## src/rtl/ps2_scan_sequencer.sv

```systemverilog
// ============================================================================
// Module   : ps2_scan_sequencer
// Brief    : PS/2 receive sequencer: frame FSM with timeout, E0/F0 prefix
//            folding and a first-word-fall-through key-event FIFO.
//            Optional build macro: PS2_PARITY_CHECK_EN (enforce odd parity).
// Revision : 1.0 - initial release
// ============================================================================
`default_nettype none

module ps2_scan_sequencer #(
    parameter int TIMEOUT_CYCLES = 5000,
    parameter int FIFO_DEPTH     = 4
) (
    input  logic       clk,
    input  logic       reset,
    input  logic       ps2_clk,
    input  logic       ps2_data,
    input  logic       ev_ready,
    output logic       ev_valid,
    output logic [7:0] ev_code,
    output logic       ev_break,
    output logic       ev_extended,
    output logic       frame_err,
    output logic       overflow
);

    localparam int c_PTR_W = $clog2(FIFO_DEPTH);
    localparam int c_CNT_W = c_PTR_W + 1;
    localparam int c_TO_W  = $clog2(TIMEOUT_CYCLES);

    localparam logic [c_CNT_W-1:0] c_FULL   = c_CNT_W'(FIFO_DEPTH);
    localparam logic [c_TO_W-1:0]  c_TO_MAX = c_TO_W'(TIMEOUT_CYCLES - 1);

    localparam logic [1:0] S_IDLE   = 2'd0;
    localparam logic [1:0] S_DATA   = 2'd1;
    localparam logic [1:0] S_PARITY = 2'd2;
    localparam logic [1:0] S_STOP   = 2'd3;

    logic [1:0]        r_state;
    logic              r_ps2_clk_q;
    logic [2:0]        r_bit_cnt;
    logic [c_TO_W-1:0] r_to_cnt;
    logic [7:0]        r_shreg;
    logic              r_parity;
    logic              r_byte_valid;
    logic [7:0]        r_byte_q;
    logic              r_frame_err;

    logic              w_fall;
    logic              w_parity_odd;
    logic              w_parity_ok;

    assign w_fall       = r_ps2_clk_q & ~ps2_clk;
    assign w_parity_odd = ^{r_shreg, r_parity};

`ifdef PS2_PARITY_CHECK_EN
    assign w_parity_ok = w_parity_odd;
`else
    // Parity is still captured, but only the stop bit qualifies the frame.
    assign w_parity_ok = w_parity_odd | 1'b1;
`endif

    always_ff @(posedge clk) begin
        if (reset) begin
            r_state      <= S_IDLE;
            r_ps2_clk_q  <= 1'b1;
            r_bit_cnt    <= '0;
            r_to_cnt     <= '0;
            r_shreg      <= '0;
            r_parity     <= 1'b0;
            r_byte_valid <= 1'b0;
            r_byte_q     <= '0;
            r_frame_err  <= 1'b0;
        end else begin
            r_ps2_clk_q  <= ps2_clk;
            r_byte_valid <= 1'b0;
            r_frame_err  <= 1'b0;

            if (w_fall || r_state == S_IDLE) begin
                r_to_cnt <= '0;
            end else begin
                r_to_cnt <= r_to_cnt + 1'b1;
            end

            if (!w_fall && r_state != S_IDLE && r_to_cnt == c_TO_MAX) begin
                // Abandon the partial frame; prefix flags live downstream and are untouched.
                r_state     <= S_IDLE;
                r_frame_err <= 1'b1;
            end else if (w_fall) begin
                case (r_state)
                    S_IDLE: begin
                        if (!ps2_data) begin
                            r_state   <= S_DATA;
                            r_bit_cnt <= '0;
                        end
                    end
                    S_DATA: begin
                        r_shreg   <= {ps2_data, r_shreg[7:1]};
                        r_bit_cnt <= r_bit_cnt + 1'b1;
                        if (r_bit_cnt == 3'd7) begin
                            r_state <= S_PARITY;
                        end
                    end
                    S_PARITY: begin
                        r_parity <= ps2_data;
                        r_state  <= S_STOP;
                    end
                    default: begin
                        if (ps2_data && w_parity_ok) begin
                            r_byte_valid <= 1'b1;
                            r_byte_q     <= r_shreg;
                        end else begin
                            r_frame_err <= 1'b1;
                        end
                        r_state <= S_IDLE;
                    end
                endcase
            end
        end
    end

    logic                r_ext_f;
    logic                r_brk_f;
    logic [9:0]          r_mem [FIFO_DEPTH];
    logic [c_PTR_W-1:0]  r_wr_ptr;
    logic [c_PTR_W-1:0]  r_rd_ptr;
    logic [c_CNT_W-1:0]  r_count;
    logic                r_overflow;

    logic                w_is_e0;
    logic                w_is_f0;
    logic                w_push;
    logic                w_pop;
    logic                w_full;
    logic                w_wr_en;
    logic [9:0]          w_head;

    assign w_is_e0 = (r_byte_q == 8'hE0);
    assign w_is_f0 = (r_byte_q == 8'hF0);
    assign w_push  = r_byte_valid & ~w_is_e0 & ~w_is_f0;
    assign w_pop   = ev_valid & ev_ready;
    assign w_full  = (r_count == c_FULL);
    // A pop in the same cycle frees the slot, so a full FIFO still accepts the push.
    assign w_wr_en = w_push & (~w_full | w_pop);

    always_ff @(posedge clk) begin
        if (reset) begin
            r_ext_f    <= 1'b0;
            r_brk_f    <= 1'b0;
            r_wr_ptr   <= '0;
            r_rd_ptr   <= '0;
            r_count    <= '0;
            r_overflow <= 1'b0;
        end else begin
            r_overflow <= w_push & w_full & ~w_pop;

            if (r_byte_valid) begin
                if (w_is_e0) begin
                    r_ext_f <= 1'b1;
                end else if (w_is_f0) begin
                    r_brk_f <= 1'b1;
                end else begin
                    r_ext_f <= 1'b0;
                    r_brk_f <= 1'b0;
                end
            end

            if (w_wr_en) begin
                r_wr_ptr <= r_wr_ptr + 1'b1;
            end
            if (w_pop) begin
                r_rd_ptr <= r_rd_ptr + 1'b1;
            end

            case ({w_wr_en, w_pop})
                2'b10:   r_count <= r_count + 1'b1;
                2'b01:   r_count <= r_count - 1'b1;
                default: r_count <= r_count;
            endcase
        end
    end

    always_ff @(posedge clk) begin
        if (w_wr_en) begin
            r_mem[r_wr_ptr] <= {r_byte_q, r_brk_f, r_ext_f};
        end
    end

    assign w_head      = r_mem[r_rd_ptr];
    assign ev_valid    = (r_count != '0);
    assign ev_code     = ev_valid ? w_head[9:2] : 8'h00;
    assign ev_break    = ev_valid & w_head[1];
    assign ev_extended = ev_valid & w_head[0];
    assign frame_err   = r_frame_err;
    assign overflow    = r_overflow;

endmodule

`default_nettype wire

```

## config.mk

```make
export PLATFORM = sky130hd
export DESIGN_NAME = ps2_scan_sequencer
export DESIGN_NICKNAME = d
export VERILOG_FILES = /design/src/rtl/ps2_scan_sequencer.sv
export SDC_FILE = /design/constraint.sdc
export NUM_CORES = 1
export LEC_CHECK = 0
export BUFFER_PORTS_ARGS = -buffer_cell sky130_fd_sc_hd__clkbuf_2
export CORE_MARGIN = 2
export CORE_UTILIZATION = 35
export CTS_BUF_LIST = sky130_fd_sc_hd__clkbuf_4 sky130_fd_sc_hd__clkbuf_8 sky130_fd_sc_hd__clkbuf_16
export DETAILED_ROUTE_END_ITERATION = 16
export SETUP_SLACK_MARGIN = 0.5
export SLEW_MARGIN = 20
export SYNTH_ARGS = -nofsm -noshare
export SYNTH_HDL_FRONTEND = slang
export SYNTH_SLANG_ARGS = --single-unit
export TNS_END_PERCENT = 5
```

## constraint.sdc

```tcl
create_clock -name clk -period 5.7 [get_ports clk]
set_input_delay 0.285 -clock clk [delete_from_list [all_inputs] [get_ports clk]]
set_output_delay 0.285 -clock clk [all_outputs]
set_load 0.005 [all_outputs]
```

======== Word-level counts from Yosys, hierarchy flattened ========
Memory sizes are Yosys's and may differ from the RTL's. A register that Yosys moved wholly into a read port is not among the register bits.
Index checks and enable logic that the tools add are counted.
storage, ports and cells
  word-level logic and storage cells ...... 89
  output and inout port bits .............. 13
  memories ................................ 1
  bits in writable memories ............... 40
  input bits .............................. 5
  register bits after elaboration ......... 47
memory list
  name   depth  width  read ports  clocked after Yosys merged registers in  wr ports  line  text
  r_mem  4      10     1           1                                        1         124   logic [9:0] r_mem [FIFO_DEPTH];
operators by class
  add/subtract/negate cells ............... 6
  mux-type cells .......................... 19
  reductions and logical operators ........ 19
  bitwise gates (word level) .............. 18
  equality and inequality tests ........... 12
operators by type and width
  cell                                                             count
  8-bit == test, second input constant                             2
  13-bit by 1-bit adder with 13-bit output, second input constant  1
  13-bit == test, second input constant                            1
  3-bit case mux with 2 select lines                               2
  1-bit two-way mux                                                10
  1-bit AND                                                        9
  2-bit two-way mux                                                4
  8-bit two-way mux                                                1
  1-bit NOT                                                        8
  4-bit AND reduction                                              2
  3-bit by 1-bit adder with 3-bit output, second input constant    2
  3-bit == test, second input constant                             2
  2-bit != test, second input constant                             3
  2-bit case mux with 3 select lines                               1
  3-bit AND reduction                                              2
  2-bit nonzero test                                               3
  6-bit OR reduction                                               1
  2-bit by 1-bit adder with 2-bit output, second input constant    2
  2-bit by 1-bit == test with 1-bit output, second input constant  2
  2-bit == test, second input constant                             2
  2-bit AND reduction                                              2
  2-bit OR reduction                                               2
  3-bit two-way mux                                                1
  3-bit nonzero test                                               1
  7 further kinds                                                  8

======== Longest topological paths before layout ========
Gate-level depths: netlist (run 1).
  word-level depth ........................ 7
  depth in mapped cells ................... 8
  mapped depth without buffers ............ 8

======== Least setup slack after synthesis (run 1) ========
Ideal clock, no wire load.
  path type ............................... register to register
  start point ............................. reg r_byte_q[7]
  end point ............................... reg r_count[2]
  buffers on the path ..................... 0
  path slack .............................. 3761 ps
  stages on the path, launching flop included .. 9
  setup time .............................. 134 ps
  arrival ................................. 1804 ps
  data required time ...................... 5566 ps
  period minus slack after synthesis ...... 1939 ps
  cell sequence ........................... dfxtp_1 -> or3b_1 -> o21ai_4 -> nand2_1 -> fa_1 -> nor2_1 -> o211ai_1 -> o211ai_1 -> a31oi_1
between the ends
  cells in the longest elaborated chain, start to end .. 7
  elaborated cells on any way between the ends .. 11
  those cells by class .................... 4 x eq/ne; 1 x mux; 5 x bitwise; 1 x reduce/logical
RTL lines
  item                                                                              line  text
  from (decl)                                                                       46    logic [7:0] r_byte_q;
  from (signal assigned)                                                            111   r_byte_q <= r_shreg;
  8-bit == test                                                                     138   assign w_is_e0 = (r_byte_q == 8'hE0);
  1-bit NOT (no source line)                                                        n/a
  1-bit AND                                                                         140   assign w_push = r_byte_valid & ~w_is_e0 & ~w_is_f0;
  1-bit AND (*)                                                                     140
  1-bit AND (*)                                                                     144   assign w_wr_en = w_push & (~w_full | w_pop);
  2-bit by 1-bit == test with 1-bit output / 2-bit == test (equally long branches)  175   case ({w_wr_en, w_pop})
  3-bit case mux with 2 select lines / 2-bit nonzero test (equally long branches)   n/a
  to (signal assigned)                                                              176   2'b10: r_count <= r_count + 1'b1;
  to (signal assigned)                                                              177   2'b01: r_count <= r_count - 1'b1;
  to (signal assigned)                                                              178   default: r_count <= r_count;
  to (decl)                                                                         127   logic [c_CNT_W-1:0] r_count;
Every way passes the cells marked *; elsewhere a longest branch is shown, timed or not.
A chain may end at the register's enable or synchronous reset.

==> results.yml, run 1 <==
timing:
  relSlewSlack: 0.5049
  rsz0062_at_grt: "no"
  drv_slew: 0
  report.final.hold_viol_count: 0
  max_freq_mhz: 438.2
  post-route-period-util: 0.4004
  clock_skew_ns: 0.01263
  fin_tns_setup_ns: 0
  setup_viol: 0
  period_minus_slack_ns: 2.282
  worst_pin_slew_ns: 0.7426
flow_run:
  drv_cap: 0
global_routing:
  grt_max_degree: 39
  grt_pass1_wl_um: 11370
  grt_pass1_vias: 2323
  antenna_found_initial: 0
  gr-total-overflow: 0
  grtUsageTotal: 0.1264
setup_path:
  startpoint_type: "flip-flop"
  worstPathMaxFanout: 10
  rr_worst_depth: 8
  crit_required_ns: 5.41
  cp-end-kind: "primary output"
  crit_arrival_ns: 2.00
  crit_type: "flip-flop to primary output"
clock_tree:
  ctsHoldBuffers: 0
  clock_latency_ns: 0.36
  root_buffer: "clkbuf_8"
  cts_sinks: 89
  postCtsSetupBuffers: 0
  cts_max_level: 3
  path_clk_slew_ns: 0.09
  cts_max_path_buffers: 2
  numCtsBuffers: 9
  cts_tree: "done"
  cts_resized: 0
logic_synthesis:
  synth_top_family_by_area: "simple AND/OR/NAND/NOR gates"
  async_flop_share: 0
  synth_seq_area_share: 0.5796
  ys_ff_latch: 89
  syn-cell-area_sq_um: 3765
  synth-simple-area-share: 0.1801
  netlist_instances: 315
  syn_area_per_cell_sq_um: 11.95
  synthAdderAreaFrac: 0.04187
  synth-edff-count: 40
  syn_nets: 332
  ys_types: 48
  synth_xor_area_frac: 0.02559
  muxShareOfSynthArea: 0.07311
  ys.flop_type: "dfxtp_1"
  synth_compound_area_frac: 0.07577
  yosysWarningCount: 0
detailed_routing:
  ant_nets: 0
  dr.pass1.iters: 4
  vias: 2305
  wl_per_cell_um: 13.68
  routed_via_density: 4.863
  wl_um: 6484
  route.detailed.drc: 0
  first_iter_violations: 54
placement:
  portBuffers: 17
  place_congestion: 0.7428
  post-dp-hpwl_um: 4416
finish:
  antenna_cells: 0
  final_layout_size_suffix_gt1_frac: 0.1598
  final_nets: 350
  area_delta_synth_final_pct: 10.47
  multi_input_area_sq_um: 1493
  seqCellArea_sq_um: 2182
  n_fill_cell: 1000
floorplan:
  die_w_um: 107.7
  dieArea_sq_um: 11600
  start_util: 0.3631
  row_count: 37
  die_h_um: 107.7
  core-area_sq_um: 10370
  ios: 18
pwr:
  p_leak_nw: 1.385
  finalPower_mw: 1.239
  power_density_nw_per_um2: 297.9
  ir_worst_vdd_mv: 0.1248
status:
  status: "completed"
min_path:
  hp-class: "input port to flip-flop"
  whs_path_depth: 2
==> cell type report <==
cell class	instances	share of cell area
tap	136	0.04091
multi-input combinational	203	0.3589
inverter	12	0.01083
clock inverter	7	0.01264
clock buffer	9	0.02978
sequential	89	0.5247
timing repair buffer	18	0.02226
==> Yosys cell counts (all sizes together), types with 2 or more instances <==
| master | n | share of area |
|---|---|---|
| dfxtp | 49 | 0.26 |
| edfxtp | 40 | 0.32 |
| nand2 | 32 | 0.032 |
| nor2 | 23 | 0.023 |
| a21oi | 22 | 0.029 |
| nand3 | 14 | 0.019 |
| inv | 12 | 0.012 |
| nor2b | 12 | 0.020 |
| ha | 11 | 0.037 |
| mux4 | 10 | 0.060 |
| nor3 | 10 | 0.013 |
| clkbuf | 8 | 0.0080 |
| xnor2 | 8 | 0.019 |
| mux2i | 5 | 0.013 |
| o21ai | 5 | 0.0096 |
| or3 | 5 | 0.0083 |
| a211oi | 4 | 0.011 |
| and2 | 4 | 0.0066 |
| buf | 3 | 0.0040 |
| nand3b | 3 | 0.0060 |
| nand4 | 3 | 0.0050 |
| nor4 | 3 | 0.0090 |
| or4 | 3 | 0.0070 |
| xor2 | 3 | 0.0070 |
| a22oi | 2 | 0.0040 |
| nand2b | 2 | 0.0033 |
| nor3b | 2 | 0.0053 |
| o211ai | 2 | 0.0040 |
==> final timing paths <==
kind	from	slack [ns]	end
hold / removal	ps2_clk	0.14	r_ps2_clk_q$_SDFF_PP1_
hold reg to reg	r_to_cnt[0]$_SDFF_PP0_	0.45	r_to_cnt[0]$_SDFF_PP0_
setup reg to reg	r_byte_q[7]$_SDFFE_PP0P_	3.53	r_count[2]$_SDFFE_PP0P_
setup / recovery	flip-flop	3.42	ev_code[3]
==> power breakdown <==
part	total, mW	leakage (nW)	internal, mW	switching (mW)
clock network	0.388	0.0916	0.161	0.226
logic	0.149	0.530	0.0749	0.0741
registers	0.702	0.764	0.674	0.0286
==> critical path, cell delays in order, from the launching register on <==
cell and delay (ns):
dfxtp_1 0.79, mux4_2 0.60, nor2b_1 0.14, clkbuf_2 0.11
==> routing by layer <==
metal / up-vias / global-route usage / wire length (um)
li1: 1170 / - / -
met1: 1096 / 0.1530 / 2998
met2: 31 / 0.2111 / 3161
met3: 8 / 0.04540 / 207
met4: 0 / 0.03755 / 116
met5: - / 0 / 0
==> sequential cells by signal, indices dropped and copies added, names as in the netlist, named ones only <==
signal,count
overflow,1
r_to_cnt,13
r_byte_valid,1
r_state,2
frame_err,1
r_rd_ptr,2
r_brk_f,1
r_byte_q,8
r_bit_cnt,3
r_ps2_clk_q,1
r_mem,40
r_count,3
r_shreg,8
r_wr_ptr,2
r_ext_f,1
==> layout by cell type (no fill, tap or decap), types with 3 or more instances in the layout <==
cell type | Yosys | routed
mux2i_1 | 5 | 5
clkbuf_8 | 0 | 9
nor2b_1 | 12 | 12
dfxtp_1 | 49 | 49
a21oi_1 | 22 | 22
clkbuf_2 | 0 | 17
o21ai_0 | 4 | 4
and2_1 | 4 | 4
nor2_1 | 23 | 23
mux4_2 | 10 | 10
nand3b_1 | 3 | 3
edfxtp_1 | 40 | 40
nand2_1 | 32 | 32
or3_1 | 5 | 5
xnor2_1 | 8 | 8
inv_1 | 12 | 12
nor3_1 | 10 | 10
clkinv_4 | 0 | 3
xor2_1 | 3 | 3
nand3_1 | 14 | 14
nand4_1 | 3 | 3
ha_1 | 11 | 11
==> per-stage QoR <==
step	instances	hold slack, ns	utilization	cell area, sq um	worst slack [ns]
after floorplan	315	0.3916	-	3765	3.761
after global placement	458	0.4285	0.3840	3983	3.592
after detailed placement	458	0.4437	0.3840	3983	3.538
after CTS	474	0.1197	0.4011	4159	3.350
after global routing	474	0.1244	0.4011	4159	3.268
final	474	0.1406	0.4011	4159	3.418
==> cell families (layout without fill, tap and decap cells) <==
family	count (synthesis)	in the layout
buffers and inverters	23	46
XOR/XNOR	11	11
AO/OA/AOI/OAI	40	40
adder cells (fa/ha/maj)	12	12
AND/OR/NAND/NOR	125	125
multiplexers	15	15
flip-flops	89	89
No activity file was read; power rests on OpenSTA's default activity.
==> inputs of run 2 (changes only) <==
- ABC_AREA: default -> 1
- clock period: 5.7 -> 2.1 ns (I/O delays scaled with it)
==> results.yml, run 2 <==
status:
  status: "completed"
floorplan:
  dieArea_sq_um: 11530
  start_util: 0.3606
  ios: 18
  die_h_um: 107.4
  row_count: 37
  core-area_sq_um: 10370
  die_w_um: 107.4
setup_path:
  startpoint_type: "flip-flop"
  ff2ff_setup_slack_ns: 0.41
  rr_worst_depth: 10
  r2r_start: "r_byte_q[2]$_SDFFE_PP0P_"
  crit_type: "flip-flop to primary output"
  worstReg2RegEnd: "r_count[1]$_SDFFE_PP0P_"
  worstPathMaxFanout: 7
  cp-end-kind: "primary output"
  cpLargestDelayFamily: "buffers and inverters"
  critPathBufInv: 3
  crit_arrival_ns: 1.60
  crit_chain: "clkinv_2, buf_4, nor2_1, o21ai_0, a21oi_1, clkbuf_2"
  crit_required_ns: 2.00
  slowest_stage: "dfxtp_2"
  crit_cells: 6
  cp_slowest_stage_delay_ns: 0.35
logic_synthesis:
  netlist_instances: 398
  ys_ff_latch: 89
  synth-edff-count: 40
  ys.flop_type: "dfxtp_1"
  synth_top_area_share: 0.3212
  ys_top_cells_by_count: "nor2_1 (78), dfxtp_1 (49), edfxtp_1 (40), a21oi_1 (39)"
  synth_seq_area_share: 0.5835
  yosys-top-cells-area: "edfxtp_1 (32%), dfxtp_1 (26%), nor2_1 (7.8%)"
  yosysWarningCount: 0
  syn_area_per_cell_sq_um: 9.397
  syn_nets: 415
  synth_largest_area_cell: "edfxtp_1"
  async_flop_share: 0
  syn-cell-area_sq_um: 3740
  yosysMostFrequentCell: "nor2_1"
  ys_types: 33
global_routing:
  grt_max_degree: 21
  grt_pass1_vias: 2586
  antenna_found_initial: 0
  gr-total-overflow: 0
  grt_pass1_wl_um: 12050
  grtUsageTotal: 0.1359
timing:
  period_minus_slack_ns: 1.706
  fin_tns_setup_ns: 0
  clock_skew_ns: 0.01008
  report.final.hold_viol_count: 0
  setup_viol: 0
  worst_pin_slew_ns: 0.3494
  post-route-period-util: 0.8122
  relSlewSlack: 0.7671
  max_freq_mhz: 586.3
  drv_slew: 0
  setup_ws_ns: 0.3943
  rsz0062_at_grt: "yes"
clock_tree:
  clock_latency_ns: 0.36
  numCtsBuffers: 9
  cts_max_path_buffers: 2
  root_buffer: "clkbuf_8"
  cts_sinks: 89
  cts_max_level: 3
  path_clk_slew_ns: 0.09
  cts_tree: "done"
detailed_routing:
  wl_um: 7395
  ant_nets: 0
  wl_per_cell_um: 12.68
  first_iter_violations: 125
  routed_via_density: 4.710
  dr.pass1.iters: 4
  route.detailed.drc: 0
  vias: 2746
finish:
  final_nets: 459
  largest-register: "r_mem"
  largest_reg_flops: 40
  area_delta_synth_final_pct: 19.64
  mostFrequentLayoutCell: "nor2_1"
  multi_input_area_sq_um: 1418
  final_layout_size_suffix_gt1_frac: 0.2528
  seqCellArea_sq_um: 2210
  stdcell_area_sq_um: 4474
  layout_common_cells: "nor2_1 (73), edfxtp_1 (40), dfxtp_1 (39), a21oi_1 (38), inv_1 (33)"
  n_fill_cell: 1009
  antenna_cells: 0
  top_regs: "r_mem: 40 flops, r_to_cnt: 13 flops"
placement:
  post-dp-hpwl_um: 4696
  portBuffers: 17
  pre_cts_ws_ns: 0.2725
  place_congestion: 0.7485
  dpl_cell_area_sq_um: 4018
pwr:
  p_leak_nw: 1.673
  power_density_nw_per_um2: 882.3
  ir_worst_vdd_mv: 0.3832
min_path:
  whs_path_depth: 3
  hp-class: "input port to flip-flop"
  hold_end: "r_byte_valid$_SDFF_PP0_"
  min_from: "ps2_data"
flow_run:
  drv_cap: 0
[run 2: cell types whose count changed after synthesis, moves of 8 or more]
cell     before  now
nor2_1       23   78
inv_1        12   36
o21ai_0       4   32
o21ai_1       0    8
nor2b_1      12    0
a21oi_1      22   39
mux4_2       10    0
[run 2: through the flow]
| stage | utilization | total power [mW] | hold WS (ns) | cells |
|---|---|---|---|---|
| final | 0.4315 | 3.948 | 0.03960 | 583 |
| after global routing | 0.4315 | 4.157 | 0.03893 | 583 |
| after CTS | 0.4230 | 3.947 | 0.02125 | 581 |
| after detailed placement | 0.3874 | 2.760 | 0.3019 | 549 |
| after global placement | 0.3874 | 2.739 | 0.2947 | 549 |
| after floorplan | - | 2.464 | 0.1741 | 398 |
[run 2: how the worst max path moves through the flow]
stage                              from                      end  slack (ns)
5_1_grt                       flip-flop               ev_code[3]        0.31
3_5_place_dp   r_byte_q[5]$_SDFFE_PP0P_  r_count[2]$_SDFFE_PP0P_        0.27
2_1_floorplan  r_byte_q[2]$_SDFFE_PP0P_    r_mem[0][0]$_DFFE_PP_        0.43
3_3_place_gp   r_byte_q[0]$_SDFFE_PP0P_  r_count[2]$_SDFFE_PP0P_        0.33
4_1_cts        r_byte_q[3]$_SDFFE_PP0P_  r_count[1]$_SDFFE_PP0P_        0.44
6_report                      flip-flop               ev_code[3]        0.39
[run 2: kinds of logic (layout without fill, tap and decap cells)]
logic type	count (synthesis)	in the layout	share of synthesized area
fa+ha+maj	12	12	0.04215
buf+inv	54	103	0.05620
xor+xnor	2	2	0.004685
compound gates	81	81	0.1111
flops	89	89	0.5835
simple gates	160	160	0.2024
[run 2: what timing repair did]
action / CTS / global route
gates cloned: 1 / 0
resized for setup: 23 / 22
hold buffers: 1 / 0
pin swaps: 7 / 6
endpoints found under the setup margin: 41 / 64
buffers inserted: 14 / 2
endpoints found under the hold margin: 1 / 0
[run 2: power by group]
| group | internal, mW | total, mW | switching [mW] |
|---|---|---|---|
| Clock | 0.454 | 1.11 | 0.652 |
| Sequential | 1.84 | 1.90 | 0.0599 |
| Combinational | 0.383 | 0.937 | 0.554 |
[run 2: layout make-up]
class,instances,share of cell area
clock buffers,9,0.02768
clock inverters,7,0.01370
inverters,42,0.03635
multi-input cells,255,0.3168
flip-flops and latches,89,0.4938
well taps,136,0.03803
repair buffers,44,0.07187
repair inverters,1,0.001678
[run 2: metal layers]
| metal | routed length (um) | track usage | share of wire |
|---|---|---|---|
| met1 | 3435 | 0.1644 | 0.46 |
| met2 | 3577 | 0.2328 | 0.48 |
| met3 | 279 | 0.03692 | 0.038 |
| met5 | 0 | 0 | 0 |
| met4 | 102 | 0.04762 | 0.014 |
[run 2: worst reg2reg max path: stages (launching register included)]
cell	delay [ns]
dfxtp_4	0.37
nor2_4	0.15
nand2_2	0.08
nor2_4	0.12
nor2_4	0.05
nand2_4	0.07
nand2_4	0.05
fa_2	0.55
inv_2	0.03
nor2_1	0.07
nor2_1	0.05
